<file path="config.mk">
export PLATFORM = sky130hd
export DESIGN_NAME = mux_rr_arbiter
export DESIGN_NICKNAME = d
export VERILOG_FILES = /design/src/rtl/mux_rr_arbiter.sv
export SDC_FILE = /design/constraint.sdc
export NUM_CORES = 1
export LEC_CHECK = 0
export ABC_AREA = 1
export CORE_UTILIZATION = 50
export CTS_CLUSTER_SIZE = 12
export DETAILED_ROUTE_END_ITERATION = 8
export PLACE_DENSITY = 0.77
export SYNTH_ARGS = -nofsm -noshare
export SYNTH_HDL_FRONTEND = slang
export SYNTH_SLANG_ARGS = --single-unit
</file>
<file path="constraint.sdc">
create_clock -name clk -period 2.9 [get_ports clk]
set_clock_uncertainty 0.15 [all_clocks]
set_input_delay 0.58 -clock clk [delete_from_list [all_inputs] [get_ports clk]]
set_output_delay 0.58 -clock clk [all_outputs]
set_load 0.02 [all_outputs]
</file>
<file path="src/rtl/mux_rr_arbiter.sv">
// Purpose: round-robin grant sequencer driving the sel input of an 8:1 selector.
// Latency: 1 cycle from req to gnt/sel/valid; all outputs registered.
// Backpressure: a holder keeps the path until it drops req or hits MAX_BURST.
module mux_rr_arbiter #(
  parameter int N         = 8,
  parameter int MAX_BURST = 4,
  localparam int SW       = $clog2(N)
) (
  input  logic          clk,
  input  logic          rst,
  input  logic [N-1:0]  req,
  output logic [SW-1:0] sel,
  output logic [N-1:0]  gnt,
  output logic          valid,
  output logic [3:0]    burst_cnt
);

  typedef enum logic {IDLE, GRANT} state_e;

  state_e        state_q, state_d;
  logic [SW-1:0] ptr_q, ptr_d;
  logic [SW-1:0] sel_q, sel_d;
  logic [N-1:0]  gnt_q, gnt_d;
  logic [3:0]    burst_q, burst_d;

  logic [SW-1:0] arb_ptr;
  logic [SW-1:0] win_idx;
  logic          win_found;
  logic          rel;

  // First asserted request at ptr, ptr+1, ... modulo N. Scanning offsets from
  // high to low lets the smallest offset overwrite the result last.
  function automatic logic [SW:0] pick(input logic [N-1:0] r, input logic [SW-1:0] p);
    logic [SW:0]   res;
    logic [SW-1:0] idx;
    int            k;
    res = '0;
    for (int i = N - 1; i >= 0; i--) begin
      k   = (int'(p) + i) % N;
      idx = SW'(k);
      if (r[idx]) res = {1'b1, idx};
    end
    return res;
  endfunction

  // Single arbitration point shared by the idle-grant and release paths.
  always_comb begin
    {win_found, win_idx} = pick(req, arb_ptr);
  end

  // Next-state: hold or extend the tenure, otherwise rearbitrate from the pointer.
  always_comb begin
    state_d = state_q;
    ptr_d   = ptr_q;
    sel_d   = sel_q;
    gnt_d   = gnt_q;
    burst_d = burst_q;
    arb_ptr = ptr_q;
    rel     = 1'b0;

    case (state_q)
      IDLE: rel = 1'b1;
      GRANT: begin
        if (!req[sel_q] || (burst_q == 4'(MAX_BURST))) begin
          rel     = 1'b1;
          arb_ptr = (sel_q == SW'(N - 1)) ? '0 : sel_q + 1'b1;
          ptr_d   = arb_ptr;
        end else begin
          burst_d = burst_q + 4'd1;
        end
      end
      default: rel = 1'b1;
    endcase

    if (rel) begin
      if (win_found) begin
        state_d = GRANT;
        sel_d   = win_idx;
        gnt_d   = {{(N-1){1'b0}}, 1'b1} << win_idx;
        burst_d = 4'd1;
      end else begin
        // sel deliberately holds its last value while idle
        state_d = IDLE;
        gnt_d   = '0;
        burst_d = 4'd0;
      end
    end
  end

  // State register with asynchronous reset.
  always_ff @(posedge clk or posedge rst) begin
    if (rst) begin
      state_q <= IDLE;
      ptr_q   <= '0;
      sel_q   <= '0;
      gnt_q   <= '0;
      burst_q <= 4'd0;
    end else begin
      state_q <= state_d;
      ptr_q   <= ptr_d;
      sel_q   <= sel_d;
      gnt_q   <= gnt_d;
      burst_q <= burst_d;
    end
  end

  assign sel       = sel_q;
  assign gnt       = gnt_q;
  assign valid     = (state_q == GRANT);
  assign burst_cnt = burst_q;

endmodule

</file>
==> flow_metrics.env, run 1 <==
export IMPL_initial_core_util_pct=53.8
export IMPL_io_pin_count=26
export IMPL_clkTransAtPathRegs_ps=80
export IMPL_synth_top_area_share_pct=25.7
export IMPL_layout_common_cells="73 x nand2_1, 60 x buf_4, 35 x nand2_2"
export IMPL_nets=391
export IMPL_crit_path_start_kind="flip-flop"
export IMPL_worstSetupPathType="flip-flop to flip-flop"
export IMPL_syn_area_mm2=0.00185
export IMPL_required_ps=2920
export IMPL_yosysSeqAreaShare_pct=25.7
export IMPL_die_x_um=62.9
export IMPL_worst_setup_path_end_kind="flip-flop"
export IMPL_critPathBufInv=4
export IMPL_drc=0
export IMPL_antenna_found_initial=0
export IMPL_hold_class="flip-flop to flip-flop"
export IMPL_drive_above_1_share_pct=48.5
export IMPL_routed_wl_mm=7.94
export IMPL_final_common_cell="nand2_1"
export IMPL_portBuffers=25
export IMPL_crit_top_cell="nand2_1"
export IMPL_cts_root_buf="clkbuf_8"
export IMPL_top_usage_layer="met2"
export IMPL_period_minus_slack_ps=3250
export IMPL_relSlewSlack_pct=49.5
export IMPL_avgRoutedWirePerCell_um=18.8
export IMPL_placedCellCount=397
export IMPL_htreeDepth=1
export IMPL_tightest_slew_ps=756
export IMPL_viasPerCell=5.83
export IMPL_numClockSinks=19
export IMPL_rows=21
export IMPL_netlist_top_cells_area="dfrtp_1 26%, nand2_1 18%, nand3_1 10%"
export IMPL_final_cells=421
export IMPL_chipHeight_um=62.9
export IMPL_cp_slowest_stage_delay_ps=540
export IMPL_synth_seq_cells=19
export IMPL_core_area_mm2=0.00344
export IMPL_setup_viol=13
export IMPL_grt_pass1_vias=2283
export IMPL_ys_warn_count=0
export IMPL_cts_buffers=3
export IMPL_dpl_cell_area_mm2=0.00250
export IMPL_yosysTopAreaCell="dfrtp_1"
export IMPL_dieArea_mm2=0.00395
export IMPL_status="finished, violations left"
export IMPL_drv_cap=0
export IMPL_grt_util_met3_pct=4.38
export IMPL_rsz0062_at_grt="true"
export IMPL_drv_slew=0
export IMPL_synth_avg_cell_area_um2=6.57
export IMPL_ant_nets=0
export IMPL_worstPathArrival_ps=3270
export IMPL_grtUsageMet1_pct=34.8
export IMPL_synth_fp_nets=297
export IMPL_routabilityCongestion=0.895
export IMPL_grt_pass1_wl_mm=9.90
export IMPL_syn_inst=282
export IMPL_grtUsageTotal_pct=31.5
export IMPL_dpl_worst_slack_ps=-639
export IMPL_overflow=0
export IMPL_clk_path_buf_depth=2
export IMPL_finish_instance_area_mm2=0.00300
export IMPL_globalRouteMet2Util_pct=59.9
export IMPL_cts_hold_buf=0
export IMPL_cpLargestDelayFamily="simple AND/OR/NAND/NOR gates"
export IMPL_insertion_delay_ps=280
export IMPL_place_detailed_hpwl_mm=3.94
export IMPL_final_period_utilization_pct=112
export IMPL_grt_start_max_net_pins=20
export IMPL_syn_to_final_growth_pct=62.0
export IMPL_drtIter0Drc=296
export IMPL_timing_fmax_mhz=308
export IMPL_final_util_pct=87.2
export IMPL_failed_checks="negative setup slack"
export IMPL_slowest_stage="dfrtp_2"
export IMPL_hold_viol_final=0
export IMPL_first_pass_iters=5
export IMPL_fin_ws_ps=-352
export IMPL_cts_tree="done"
export IMPL_antenna_cells=0
export IMPL_num_vias=2455
export IMPL_cp_max_fo=8
export IMPL_synth_cell_type_count=25
==> state kept, by name, indices dropped and copies added (netlist names) <==
register   flops
sel            3
valid          1
burst_cnt      4
gnt            8
ptr_q          3
==> synthesized netlist by cell type <==
library cell	n
buf_6	2
nand4_1	1
dfrtp_1	19
nand2_2	27
nand3_2	11
nand3_1	37
nor2_1	14
o21bai_1	4
inv_1	35
a21oi_1	6
buf_4	1
nand4_2	1
inv_2	8
xor2_1	1
nand3_4	1
buf_8	1
nand2_8	1
nand2_4	5
xnor2_1	1
nand2_1	91
ha_1	5
o21ai_1	1
o21ai_0	4
nor2_2	2
nand3b_1	3
==> area by class of cell <==
| type | count | area [um2] |
|---|---|---|
| Sequential cell | 19 | 478 |
| Fill cell | 166 | 440 |
| Clock inverter | 1 | 7.51 |
| Clock buffer | 3 | 41.3 |
| Tap cell | 46 | 57.6 |
| Timing Repair Buffer | 92 | 764 |
| Inverter | 43 | 169 |
| Multi-Input combinational cell | 217 | 1480 |
==> cell families after synthesis <==
logic type	synth area share, %
xor+xnor	0.945
flops	25.7
simple gates	54.3
compound gates	4.59
fa+ha+maj	3.38
buf+inv	11.1
==> tightest hold or removal path, cell delays in order, from the launching register on <==
cell and delay (ps):
dfrtp_1 360, nand2_1 50, nand2_1 50
==> final timing paths <==
path | slack, ps | depth (start not counted) | start | end
setup / recovery | -350 | 25 | sel[0] | gnt[4]
hold / removal | 340 | 2 | gnt[5] | gnt[5]
setup reg to reg | -350 | 25 | sel[0] | gnt[4]
hold reg to reg | 340 | 2 | gnt[5] | gnt[5]
max in group asynchronous | 1450 | 2 | rst | sel[0]
min in group asynchronous | 620 | 2 | rst | gnt[4]
==> per-layer routing <==
metal	vias to the layer above	routed length [um]
met1	1097	2740
met2	202	3830
met3	86	780
li1	1070	-
met5	-	0
met4	0	584
==> metrics by stage <==
stage	hold WS (ps)	setup TNS, ps
after floorplan	325	0
after global placement	319	-6610
after detailed placement	315	-7390
after CTS	344	-4.12
after global routing	374	-6290
final	342	-3340
==> what timing repair did <==
| action | in CTS | in global routing |
|---|---|---|
| setup endpoints to repair | 13 | 13 |
| gates cloned | 0 | 1 |
| pin swaps | 24 | 30 |
| buffers inserted | 12 | 8 |
| resized for setup | 45 | 57 |
Power of run 1 is not shown: default switching activity piles up to over one toggle a cycle in this logic, so the estimate is an artifact.
==> inputs of run 2 (changes only) <==
--- a/config.mk
+++ b/config.mk
@@ -6,10 +6,12 @@
 export NUM_CORES = 1
 export LEC_CHECK = 0
 export ABC_AREA = 1
+export CORE_ASPECT_RATIO = 0.8
+export CORE_MARGIN = 1
 export CORE_UTILIZATION = 50
 export CTS_CLUSTER_SIZE = 12
 export DETAILED_ROUTE_END_ITERATION = 8
-export PLACE_DENSITY = 0.77
+export PLACE_DENSITY = 0.74
 export SYNTH_ARGS = -nofsm -noshare
 export SYNTH_HDL_FRONTEND = slang
 export SYNTH_SLANG_ARGS = --single-unit
==> constraint.sdc (replaced) <==
create_clock -name clk -period 3.7 [get_ports clk]
set_clock_uncertainty 0.15 [all_clocks]
set_input_delay 0.74 -clock clk [delete_from_list [all_inputs] [get_ports clk]]
set_output_delay 0.74 -clock clk [all_outputs]
set_load 0.02 [all_outputs]
==> flow_metrics.env, run 2 (synthesized netlist as in run 1, its figures left out) <==
export IMPL_worstPathArrival_ps=3390
export IMPL_place_detailed_hpwl_mm=3.66
export IMPL_rows=19
export IMPL_io_pin_count=26
export IMPL_dpl_worst_slack_ps=-15.9
export IMPL_fin_tns_setup_ps=0
export IMPL_reg2reg_slack_ps=670
export IMPL_syn_to_final_growth_pct=23.4
export IMPL_insertion_delay_ps=250
export IMPL_ant_nets=0
export IMPL_grt_pass1_wl_mm=7.51
export IMPL_relSlewSlack_pct=52.5
export IMPL_drive_above_1_share_pct=23.6
export IMPL_routed_wl_mm=4.56
export IMPL_drc=0
export IMPL_cts_tree="done"
export IMPL_dieArea_mm2=0.00395
export IMPL_drtIter0Drc=174
export IMPL_portBuffers=25
export IMPL_overflow=0
export IMPL_crit_path_start_kind="input port"
export IMPL_antenna_cells=0
export IMPL_cts_buffers=3
export IMPL_clkTransAtPathRegs_ps=70
export IMPL_first_pass_iters=4
export IMPL_final_common_cell="nand2_1"
export IMPL_die_x_um=70.1
export IMPL_cp_max_fo=11
export IMPL_required_ps=3700
export IMPL_clk_path_buf_depth=2
export IMPL_grt_pass1_vias=1587
export IMPL_num_vias=1824
export IMPL_initial_core_util_pct=53.0
export IMPL_rsz0062_at_grt="false"
export IMPL_htreeDepth=1
export IMPL_core_area_mm2=0.00349
export IMPL_layout_common_cells="91 x nand2_1, 37 x nand3_1, 34 x inv_1"
export IMPL_routabilityCongestion=0.957
export IMPL_antenna_found_initial=0
export IMPL_largest_reg_flops=8
export IMPL_cts_hold_buf=0
export IMPL_grtUsageTotal_pct=24.3
export IMPL_nets=338
export IMPL_viasPerCell=5.01
export IMPL_hold_class="flip-flop to flip-flop"
export IMPL_fin_ws_ps=315
export IMPL_cts_root_buf="clkbuf_8"
export IMPL_final_period_utilization_pct=91.5
export IMPL_tightest_slew_ps=712
export IMPL_worstSetupPathType="input port to flip-flop"
export IMPL_grt_start_max_net_pins=20
export IMPL_num_fill_cells=326
export IMPL_hold_viol_final=0
export IMPL_worst_setup_path_end_kind="flip-flop"
export IMPL_timing_fmax_mhz=295
export IMPL_period_minus_slack_ps=3390
export IMPL_drv_slew=0
export IMPL_avgRoutedWirePerCell_um=12.5
export IMPL_setup_viol=0
export IMPL_chipHeight_um=56.5
export IMPL_numClockSinks=19
export IMPL_drv_cap=0
export IMPL_status="complete, no violations"
-- run 2: repair_timing --
item / 4_1_cts / 5_1_grt
hold endpoints to repair: 0 / 0
endpoints found under the setup margin: 0 / 11
gates resized for setup: 0 / 4
setup buffers: 0 / 0
-- run 2: stage by stage --
stage               utilization, %  hold slack, ps  std cells  cell area (um2)
global placement              63.6             316        360             2220
floorplan                        -             325        282             1850
global route                  65.4             367        364             2290
detailed placement            63.6             317        360             2220
finish                        65.4             346        364             2290
CTS                           64.9             343        364             2270
-- run 2: path summary, 6_finish.rpt --
kind | depth (start not counted) | from | end
worst max-delay path | 22 | req[1] | gnt[5]
worst min-delay path | 2 | gnt[5] | gnt[5]
worst max register to register | 20 | sel[0] | gnt[5]
worst min register to register | 2 | gnt[5] | gnt[5]
max in group asynchronous | 2 | rst | burst_cnt[3]
min in group asynchronous | 2 | rst | gnt[5]
-- run 2: final cells by class --
cell class                      instances  area [um2]  share of cell area (%)
Clock buffer                            4        45.0                    1.97
Inverter                               43         161                    7.06
Multi-Input combinational cell        216        1190                    52.0
Sequential cell                        19         475                    20.8
Tap cell                               42        52.6                    2.30
Timing Repair Buffer                   40         363                    15.9
-- run 2: worst max-delay path, stage by stage --
cell and delay (ps):
clkdlybuf4s50_1 460, inv_1 90, nand2_1 60, nand3_1 110, nand3_2 120, nand3_4 130
buf_4 140, nand3b_1 130, nand2_4 210, nand3_1 170, nand3_1 160, nand2_1 120
nor2_1 130, nand4_1 130, nand2_2 110, inv_2 40, nand2_2 50, inv_2 30
nand2_2 90, inv_2 40, nand2_1 60, nand2_1 40
-- run 2: per-layer routing --
| metal | global-route usage, % | wire length [um] | up-vias |
|---|---|---|---|
| met5 | 0 | 0 | - |
| met4 | 4.57 | 20 | 0 |
| met3 | 3.95 | 261 | 5 |
| met2 | 36.5 | 1990 | 47 |
| met1 | 36.7 | 2290 | 814 |
| li1 | - | - | 958 |
Power of run 2 is left out for the same reason.
==> inputs of run 3 (changes only) <==
--- a/config.mk
+++ b/config.mk
@@ -9,7 +9,7 @@
 export CORE_ASPECT_RATIO = 0.8
 export CORE_MARGIN = 1
 export CORE_UTILIZATION = 50
-export CTS_CLUSTER_SIZE = 12
+export CTS_CLUSTER_SIZE = 30
 export DETAILED_ROUTE_END_ITERATION = 8
 export PLACE_DENSITY = 0.74
 export SYNTH_ARGS = -nofsm -noshare
==> results of run 3 <==
No change in the layout: final DEF, timing and power equal those of run 2.
Power of run 3 is left out for the same reason.
